--- config.mk ---
export PLATFORM = sky130hd
export DESIGN_NAME = div_unit
export DESIGN_NICKNAME = d
export VERILOG_FILES = /design/src/rtl/div_unit.sv
export SDC_FILE = /design/constraint.sdc
export NUM_CORES = 1
export LEC_CHECK = 0
export ABC_AREA = 1
export BUFFER_PORTS_ARGS = -buffer_cell sky130_fd_sc_hd__buf_2
export CAP_MARGIN = 20
export CORE_MARGIN = 1
export CORE_UTILIZATION = 35
export CTS_CLUSTER_SIZE = 28
export DETAILED_ROUTE_END_ITERATION = 12
export GPL_TIMING_DRIVEN = 0
export PLACE_DENSITY_LB_ADDON = 0.15
export SYNTH_ARGS = -nofsm -noshare
export SYNTH_HDL_FRONTEND = slang
export SYNTH_SLANG_ARGS = --single-unit
--- constraint.sdc ---
create_clock -name clk -period 5.95 [get_ports clk]
set_input_delay 0 -clock clk [delete_from_list [all_inputs] [get_ports clk]]
set_output_delay 0 -clock clk [all_outputs]
set_load 0.005 [all_outputs]
--- src/rtl/div_unit.sv ---
// ----------------------------------------------------------------------------
// div_unit
//   Multi-cycle radix-2 restoring divider for DIV / DIVU. Sits in EX beside
//   the ALU. It writes {remainder, quotient} for the HI/LO register file and
//   holds the pipeline through `stall` while it iterates.
//
// Ports
//   clk         rising-edge clock
//   rst         asynchronous active-high reset
//   start       request a divide; operands are sampled in the same cycle
//   signed_div  1 = DIV (signed), 0 = DIVU; sampled with start
//   annul       cancel the operation in flight (exception / flush)
//   num1        dividend (rs)
//   num2        divisor  (rt)
//   result      {remainder, quotient}; valid while ready = 1, then held
//   ready       one-cycle result-valid strobe
//   stall       combinational pipeline hold request
// ----------------------------------------------------------------------------
module div_unit #(
    parameter int WIDTH = 32
) (
    input  logic               clk,
    input  logic               rst,
    input  logic               start,
    input  logic               signed_div,
    input  logic               annul,
    input  logic [WIDTH-1:0]   num1,
    input  logic [WIDTH-1:0]   num2,
    output logic [2*WIDTH-1:0] result,
    output logic               ready,
    output logic               stall
);

    localparam int CW = (WIDTH > 1) ? $clog2(WIDTH) : 1;

    typedef enum logic [1:0] {
        IDLE,
        BUSY,
        DIVZERO,
        DONE
    } state_e;

    state_e               state_q, state_d;
    logic [CW-1:0]        count_q, count_d;
    logic [WIDTH-1:0]     rem_q, rem_d;      // partial remainder (always < divisor)
    logic [WIDTH-1:0]     quo_q, quo_d;      // dividend shifts out, quotient shifts in
    logic [WIDTH-1:0]     dvs_q, dvs_d;      // divisor magnitude
    logic                 qneg_q, qneg_d;    // quotient must be negated at the end
    logic                 rneg_q, rneg_d;    // remainder must be negated at the end
    logic [2*WIDTH-1:0]   result_q, result_d;

    // Datapath for one restoring step.
    logic [WIDTH:0]       rem_shift;
    logic                 fits;
    logic [WIDTH-1:0]     rem_next;
    logic [WIDTH-1:0]     quo_next;
    logic [WIDTH-1:0]     q_fix;
    logic [WIDTH-1:0]     r_fix;
    logic [WIDTH-1:0]     abs_num1;
    logic [WIDTH-1:0]     abs_num2;
    logic                 sign1;
    logic                 sign2;

    always_comb begin
        sign1    = signed_div & num1[WIDTH-1];
        sign2    = signed_div & num2[WIDTH-1];
        abs_num1 = sign1 ? -num1 : num1;
        abs_num2 = sign2 ? -num2 : num2;

        // (WIDTH+1)-bit partial remainder: previous remainder with the next
        // dividend bit shifted in.
        rem_shift = {rem_q, quo_q[WIDTH-1]};
        fits      = (rem_shift >= {1'b0, dvs_q});
        // When the divisor fits, the true difference is below 2^WIDTH, so the
        // modular WIDTH-bit subtraction yields exactly that difference.
        rem_next  = fits ? (rem_shift[WIDTH-1:0] - dvs_q) : rem_shift[WIDTH-1:0];
        quo_next  = (quo_q << 1) | WIDTH'(fits);

        // Sign fix-up applied on the final step. The most-negative / -1 case
        // wraps naturally: magnitude 2^(WIDTH-1) negates to itself.
        q_fix = qneg_q ? -quo_next : quo_next;
        r_fix = rneg_q ? -rem_next : rem_next;
    end

    always_comb begin
        // NOTE: every signal assigned in this block gets a default first so no
        // path leaves it unassigned, which would otherwise infer a latch.
        state_d  = state_q;
        count_d  = count_q;
        rem_d    = rem_q;
        quo_d    = quo_q;
        dvs_d    = dvs_q;
        qneg_d   = qneg_q;
        rneg_d   = rneg_q;
        result_d = result_q;
        stall    = 1'b0;

        unique case (state_q)
            IDLE: begin
                if (start && !annul) begin
                    stall = 1'b1;
                    if (num2 == '0) begin
                        // Remember the raw dividend; it becomes the remainder.
                        quo_d   = num1;
                        state_d = DIVZERO;
                    end else begin
                        count_d = '0;
                        rem_d   = '0;
                        quo_d   = abs_num1;
                        dvs_d   = abs_num2;
                        qneg_d  = sign1 ^ sign2;
                        rneg_d  = sign1;
                        state_d = BUSY;
                    end
                end
            end

            BUSY: begin
                stall = 1'b1;
                if (annul) begin
                    state_d = IDLE;
                end else begin
                    rem_d   = rem_next;
                    quo_d   = quo_next;
                    count_d = count_q + CW'(1);
                    if (count_q == CW'(WIDTH - 1)) begin
                        result_d = {r_fix, q_fix};
                        state_d  = DONE;
                    end
                end
            end

            DIVZERO: begin
                stall = 1'b1;
                if (annul) begin
                    state_d = IDLE;
                end else begin
                    result_d = {quo_q, {WIDTH{1'b1}}};
                    state_d  = DONE;
                end
            end

            DONE: begin
                // Result is already registered; release the pipeline now.
                state_d = IDLE;
            end

            default: state_d = IDLE;
        endcase
    end

    // NOTE: sequential state is updated with non-blocking assignments only, so
    // every flop samples the pre-edge value of every other flop.
    always_ff @(posedge clk or posedge rst) begin
        if (rst) begin
            state_q  <= IDLE;
            count_q  <= '0;
            rem_q    <= '0;
            quo_q    <= '0;
            dvs_q    <= '0;
            qneg_q   <= 1'b0;
            rneg_q   <= 1'b0;
            result_q <= '0;
        end else begin
            state_q  <= state_d;
            count_q  <= count_d;
            rem_q    <= rem_d;
            quo_q    <= quo_d;
            dvs_q    <= dvs_d;
            qneg_q   <= qneg_d;
            rneg_q   <= rneg_d;
            result_q <= result_d;
        end
    end

    assign result = result_q;
    assign ready  = (state_q == DONE);

endmodule

Word level (Yosys, flattened, before mapping)

Index checks and enable logic that the tools add are counted.

Register bits after elaboration: 169
Bits of input ports: 69
Output and inout bits: 66
Logic and storage cells: 71

Add/subtract/negate cells: 6
$lt $le $gt $ge: 1
Equality and inequality tests: 10
Multiplexer cells: 29
Bitwise operators: 5
Reductions and logical operators: 12

Operator list:

| operator                                             | number |
|---|---|
| 2-to-1 mux 32 bit                                    | 11 |
| 2-to-1 mux 64 bit                                    | 3 |
| negator 32 bit                                       | 4 |
| case mux 32 bit (2 select lines)                     | 2 |
| case mux 64 bit (2 select lines)                     | 1 |
| >= comparator 33 x 32 -> 1 bit                       | 1 |
| zero test 32 bit                                     | 1 |
| bitwise OR 32 x 1 -> 32 bit                          | 1 |
| subtractor 32 bit                                    | 1 |
| 2-to-1 mux 5 bit                                     | 3 |
| 2-to-1 mux 2 bit                                     | 5 |
| inequality test 2 bit (second input constant)        | 5 |
| case mux 5 bit (2 select lines)                      | 1 |
| case mux 2 bit (4 select lines)                      | 1 |
| AND reduction 4 bit                                  | 2 |
| AND reduction 3 bit                                  | 2 |
| adder 5 x 1 -> 5 bit (second input constant)         | 1 |
| equality test 5 bit (second input constant)          | 1 |
| equality test 2 bit (second input constant)          | 2 |
| nonzero test 2 bit                                   | 2 |
| inequality test 3 bit (second input constant)        | 1 |
| bitwise AND 1 bit                                    | 2 |
| equality test 2 x 1 -> 1 bit (second input constant) | 1 |
| zero test 2 bit                                      | 1 |
| 8 further kinds                                      | 8 |

Logic depth before layout (Yosys ltp)

Depth in word-level cells: 7
Mapped depth: 31
Gate-level depth less buffers: 30

Worst setup path after synthesis

OpenSTA, ideal clock, no wires.

Path kind: register -> register
Start: register rem_q[7]
End: register result_q[28], in the netlist result[28]
Setup time: 0.064 ns
Data arrival time: 3.450 ns
Data required time: 5.886 ns
Setup slack: 2.436 ns
Cell stages (with the launch flop): 31
Path buffers: 1
Period minus slack after synthesis: 3.514 ns
Cells stage by stage: dfrtp_1 > ha_1 > nand2_2 > inv_2 > nand2_1 > nand2_2 > clkinv_1 > nand3_2 > nand2_2 > nand2_4 > a21oi_2 > buf_4 > ha_1 > nand2_1 > nor2_1 > nand2_1 > nor2_1 > nand2_1 > nor2_1 > nand2_1 > nor3b_1 > nand2_1 > inv_1 > nand3_1 > nor2_1 > nand3_1 > nand2_1 > a21oi_1 > o21ai_0 > o21ai_0 > inv_1

Cells in the longest elaborated chain, start to end: 7

Ends and longest elaborated chain:

| item                             | line | source |
|---|---|---|
| start, declared                  | 45   | `logic [WIDTH-1:0] rem_q, rem_d;` |
| start signal, assigned           | 167  | `rem_q <= rem_d;` |
| >= comparator 33 x 32 -> 1 bit   | 73   | `fits = (rem_shift >= {1'b0, dvs_q});` |
| bitwise OR 32 x 1 -> 32 bit      | 77   | `quo_next = (quo_q << 1) \| WIDTH'(fits);` |
| negator 32 bit                   | 81   | `q_fix = qneg_q ? -quo_next : quo_next;` |
| 2-to-1 mux 32 bit                | 81   |  |
| 2-to-1 mux 64 bit                | 126  | `if (count_q == CW'(WIDTH - 1)) begin` |
| 2-to-1 mux 64 bit                | 120  | `if (annul) begin` |
| case mux 64 bit (2 select lines) | 98   | `unique case (state_q)` |
| end signal, assigned             | 172  | `result_q <= result_d;` |
| end, declared                    | 50   | `logic [2*WIDTH-1:0] result_q, result_d;` |

Every way passes these cells. The select of a mux whose other input is x is not followed.
A chain may end at the register's enable or synchronous reset.

Final worst setup path

Start: register dvs_q[28]
End: register result_q[26], in the netlist result[26]

Cells in the longest elaborated chain, start to end: 7

Ends and longest elaborated chain:

| item                             | line | source |
|---|---|---|
| start, declared                  | 47   | `logic [WIDTH-1:0] dvs_q, dvs_d;` |
| start signal, assigned           | 169  | `dvs_q <= dvs_d;` |
| >= comparator 33 x 32 -> 1 bit   | 73   |  |
| bitwise OR 32 x 1 -> 32 bit      | 77   |  |
| negator 32 bit                   | 81   |  |
| 2-to-1 mux 32 bit                | 81   |  |
| 2-to-1 mux 64 bit                | 126  |  |
| 2-to-1 mux 64 bit                | 120  |  |
| case mux 64 bit (2 select lines) | 98   |  |

Every way passes these cells. The select of a mux whose other input is x is not followed.

==> summary.txt <==
Outcome
  – Status: finished clean

Timing
  – RSZ-0062 raised after global routing: no
  – Share of the cycle needed by the critical path after routing: 78.7%
  – Fin. Hold Viols: 0
  – Slew headroom: a little under a third
  – Clock Skew: 0.00994 ns
  – F_max: about 210 MHz
  – Final setup viols: 0
  – Tmin final: roughly 4.7 ns
  – Count of pins over their slew limit: 0
  – Worst Max-Slew Pin Slew: 1.02 ns
  – Final TNS setup: 0 ns

Die
  – Full die area: between 0.04 and 0.05 mm^2
  – IO Pins: around 140
  – CORE AREA: 0.0388 mm^2
  – Starting Density: 35.7%
  – Horiz. Die Dim: about 200 um
  – Site row count: just over 70
  – Height of the die: 201 um

Logic synthesis
  – Most frequent cell after synthesis: nand2_1
  – Cell taking the most area after synthesis: dfrtp_1
  – Avg Inst Size Synth: around 6.4 um^2
  – Syn nets: about 2300
  – Async S/R FF share, synth: 100%
  – Count of cell types in the netlist: 58
  – Synthesis Warnings: 0
  – Synth Area in Simple Gates: 34.5%
  – Yosys top cell area share: a little under a third
  – Number of synthesized flops with an enable pin: 0
  – Cell count after synthesis: 2171
  – Largest family of logic cells by synthesized area: simple AND/OR/NAND/NOR gates
  – Seq cells post-synth: roughly 170
  – Main synth FF type: dfrtp_1
  – Area fraction in compound gates after synthesis: between 10% and 20%
  – Synth Area in Adders: about 3.9%
  – Post-synthesis mux area share: 0.0723%
  – Synth cell count leaders: 670 x nand2_1, 313 x inv_1, 184 x o21ai_0, 181 x nor2_1, 169 x dfrtp_1
  – Synth top area cells: dfrtp_1 31%, nand2_1 18%, inv_1 8.5%, o21ai_0 6.7%, nor2_1 4.9%
  – Post-Synth XOR/XNOR Area: around 5%
  – Register area share after synthesis: 30.5%
  – Cell Area, Synth: ~0.014 mm^2

Clock network
  – H-tree Lvls: 4
  – Root Buffer: clkbuf_16
  – Total CTS buffers: 17
  – # clock sinks: around 170
  – Max Root-Sink Buffers: 2
  – CTS tree: yes
  – Setup bufs post-CTS: 0
  – Clk Latency, worst-skew pair: 0.44 ns
  – Reg clk slew, reported paths: 0.07 ns

Worst hold path
  – HP Class: in -> reg

Setup path
  – Req. time, crit path: 6.32 ns
  – Cell Chain, Critical Path: inv_1 > ha_1 > a21oi_1 > nand2_1 > a21oi_1 > nand3_2 > a21oi_2 > buf_4 > ha_1 > nand2_1 > nor2_1 > nand2_1 > nor2_1 > nand2_1 > nor2_1 > nand2_1 > nor3b_1 > nand2_1 > inv_1 > nand3_1 > o21ai_2 > xor2_1 > o22ai_1 > inv_1
  – Critical path arrival: around 5.1 ns
  – WS Path Type: reg -> reg
  – Worst path max stage delay: slightly below 0.4 ns
  – Setup crit end kind: register
  – Slowest CP cell: dfrtp_1
  – Crit-path most repeated cell: nand2_1
  – Crit path max fanout: 10
  – Critical path launch point type: register

Detailed routing
  – Vias per cell: ~5
  – Final WL: 51300 um
  – DR DRC count: 0
  – Initial DRC count: about 1200
  – Drt pass-1 iters: 6
  – Antenna Nets Post-Route: 0
  – DR WL/cell: approximately 18 um
  – DR vias: about 15000

Run
  – Max cap viols: 0

Global routing
  – GRT Total Usage: approximately 25%
  – Global-route wire length before repair: 78400 um
  – Grt ovf: 0
  – Largest net degree at the start of global routing: 87
  – Vias in the first global route: around 14000
  – Antenna violations before repair: 0

Place
  – DP Area: around 0.015 mm^2
  – PortBufs: 134
  – Gpl congestion: 0.933
  – Dpl hpwl: roughly 42000 um

Layout
  – Footprint of the multi-input gates: about 0.0081 mm^2
  – Sequential Area: ~0.0042 mm^2
  – Layout cells sized above 1: between 10% and 20%
  – Fin nets: 2477
  – Filler cells: 4221
  – P&R area growth vs syn: 17.0%
  – Post-route cell area: between 0.015 and 0.02 mm^2
[per-stage QoR]
step | hold WS (ns) | instances | util, % | setup slack [ns]
floorplan | 0.120 | 2171 | - | 1.37
finish | 0.0476 | 2897 | 41.7 | 1.26
detailed placement | 0.121 | 2824 | 39.1 | 1.40
global route | 0.0603 | 2896 | 41.7 | 0.778
CTS | 0.0206 | 2896 | 41.7 | 1.35
global placement | 0.332 | 2823 | 39.1 | -0.769
[cell type report]
type                       count  area share [%]
antenna                        1          0.0155
buffer                        72            2.09
clock buffer                  17            2.63
clock inverter                15            1.02
inverter                     325            7.59
multi-input combinational   1605            49.7
sequential                   169            26.1
tap                          518            4.00
timing repair buffer         175            6.78
[path summary, 6_finish.rpt]
kind | cells past startpoint | slack, ns | to | start
worst max register to register | 24 | 1.26 | result[26] | dvs_q[28]
worst min-delay path | 5 | 0.05 | quo_q[8] | num1[8]
min in group asynchronous | 3 | 0.18 | dvs_q[13] | rst
worst max-delay path | 24 | 1.26 | result[26] | dvs_q[28]
worst min register to register | 2 | 0.48 | result[58] | result[58]
max in group asynchronous | 4 | 4.90 | result[58] | rst
[critical path: cells and delay by family (launching register included)]
kind	cells	cell delay (ns)
buffers and inverters	4	0.67
flip-flops	1	0.39
adder cells (fa/ha/maj)	2	0.58
AND/OR/NAND/NOR	12	1.68
AO/OA/AOI/OAI	5	1.11
XOR/XNOR	1	0.18
[placed cells by master, fill, tap and decap left out, types with 8 or more instances in the layout]
cell type / Yosys / final
nand2_1: 670 / 670
inv_1: 313 / 312
o21ai_0: 184 / 184
nor2_1: 181 / 181
dfrtp_1: 169 / 169
buf_2: 10 / 144
nand3_1: 130 / 130
a21oi_1: 99 / 99
xor2_1: 70 / 70
clkbuf_1: 49 / 49
ha_1: 42 / 42
dlygate4sd3_1: 0 / 40
nand2_2: 24 / 24
nor3_1: 21 / 21
nand4_1: 21 / 21
o22ai_1: 20 / 20
clkbuf_16: 0 / 17
nor2_2: 14 / 14
o21ai_1: 14 / 14
o211ai_1: 13 / 13
o22a_1: 9 / 9
nand3b_1: 8 / 8
xnor2_1: 8 / 8
[registers in the layout, indices dropped and copies added, names as in the netlist]
signal	count
result	64
qneg_q	1
state_q	2
rneg_q	1
dvs_q	32
count_q	5
quo_q	32
rem_q	32
[what timing repair did]
| action | CTS | global route |
|---|---|---|
| hold endpoints to repair | 122 | 0 |
| resized for setup | 0 | 0 |
| setup endpoints to repair | 0 | 0 |
| hold buffers | 40 | 0 |
[metal layers]
layer  up-vias  share of wire (%)  GRT usage [%]
met5         -                  0              0
met4         0                2.3           7.44
met3        54                5.4           3.30
met2       409                 45           40.8
met1      6783                 47           35.7
li1       7311                  -              -
[cells by family (layout without fill, tap and decap cells)]
family	after synthesis	count (layout)
mux	1	1
buf+inv	397	604
compound gates	372	372
simple gates	1111	1111
xor+xnor	78	78
fa+ha+maj	43	43
flops	169	169
other cells	0	1
Power is left out: the tool's default activity adds up to more than one toggle a clock period on the data nets, which glitch-free logic cannot reach.
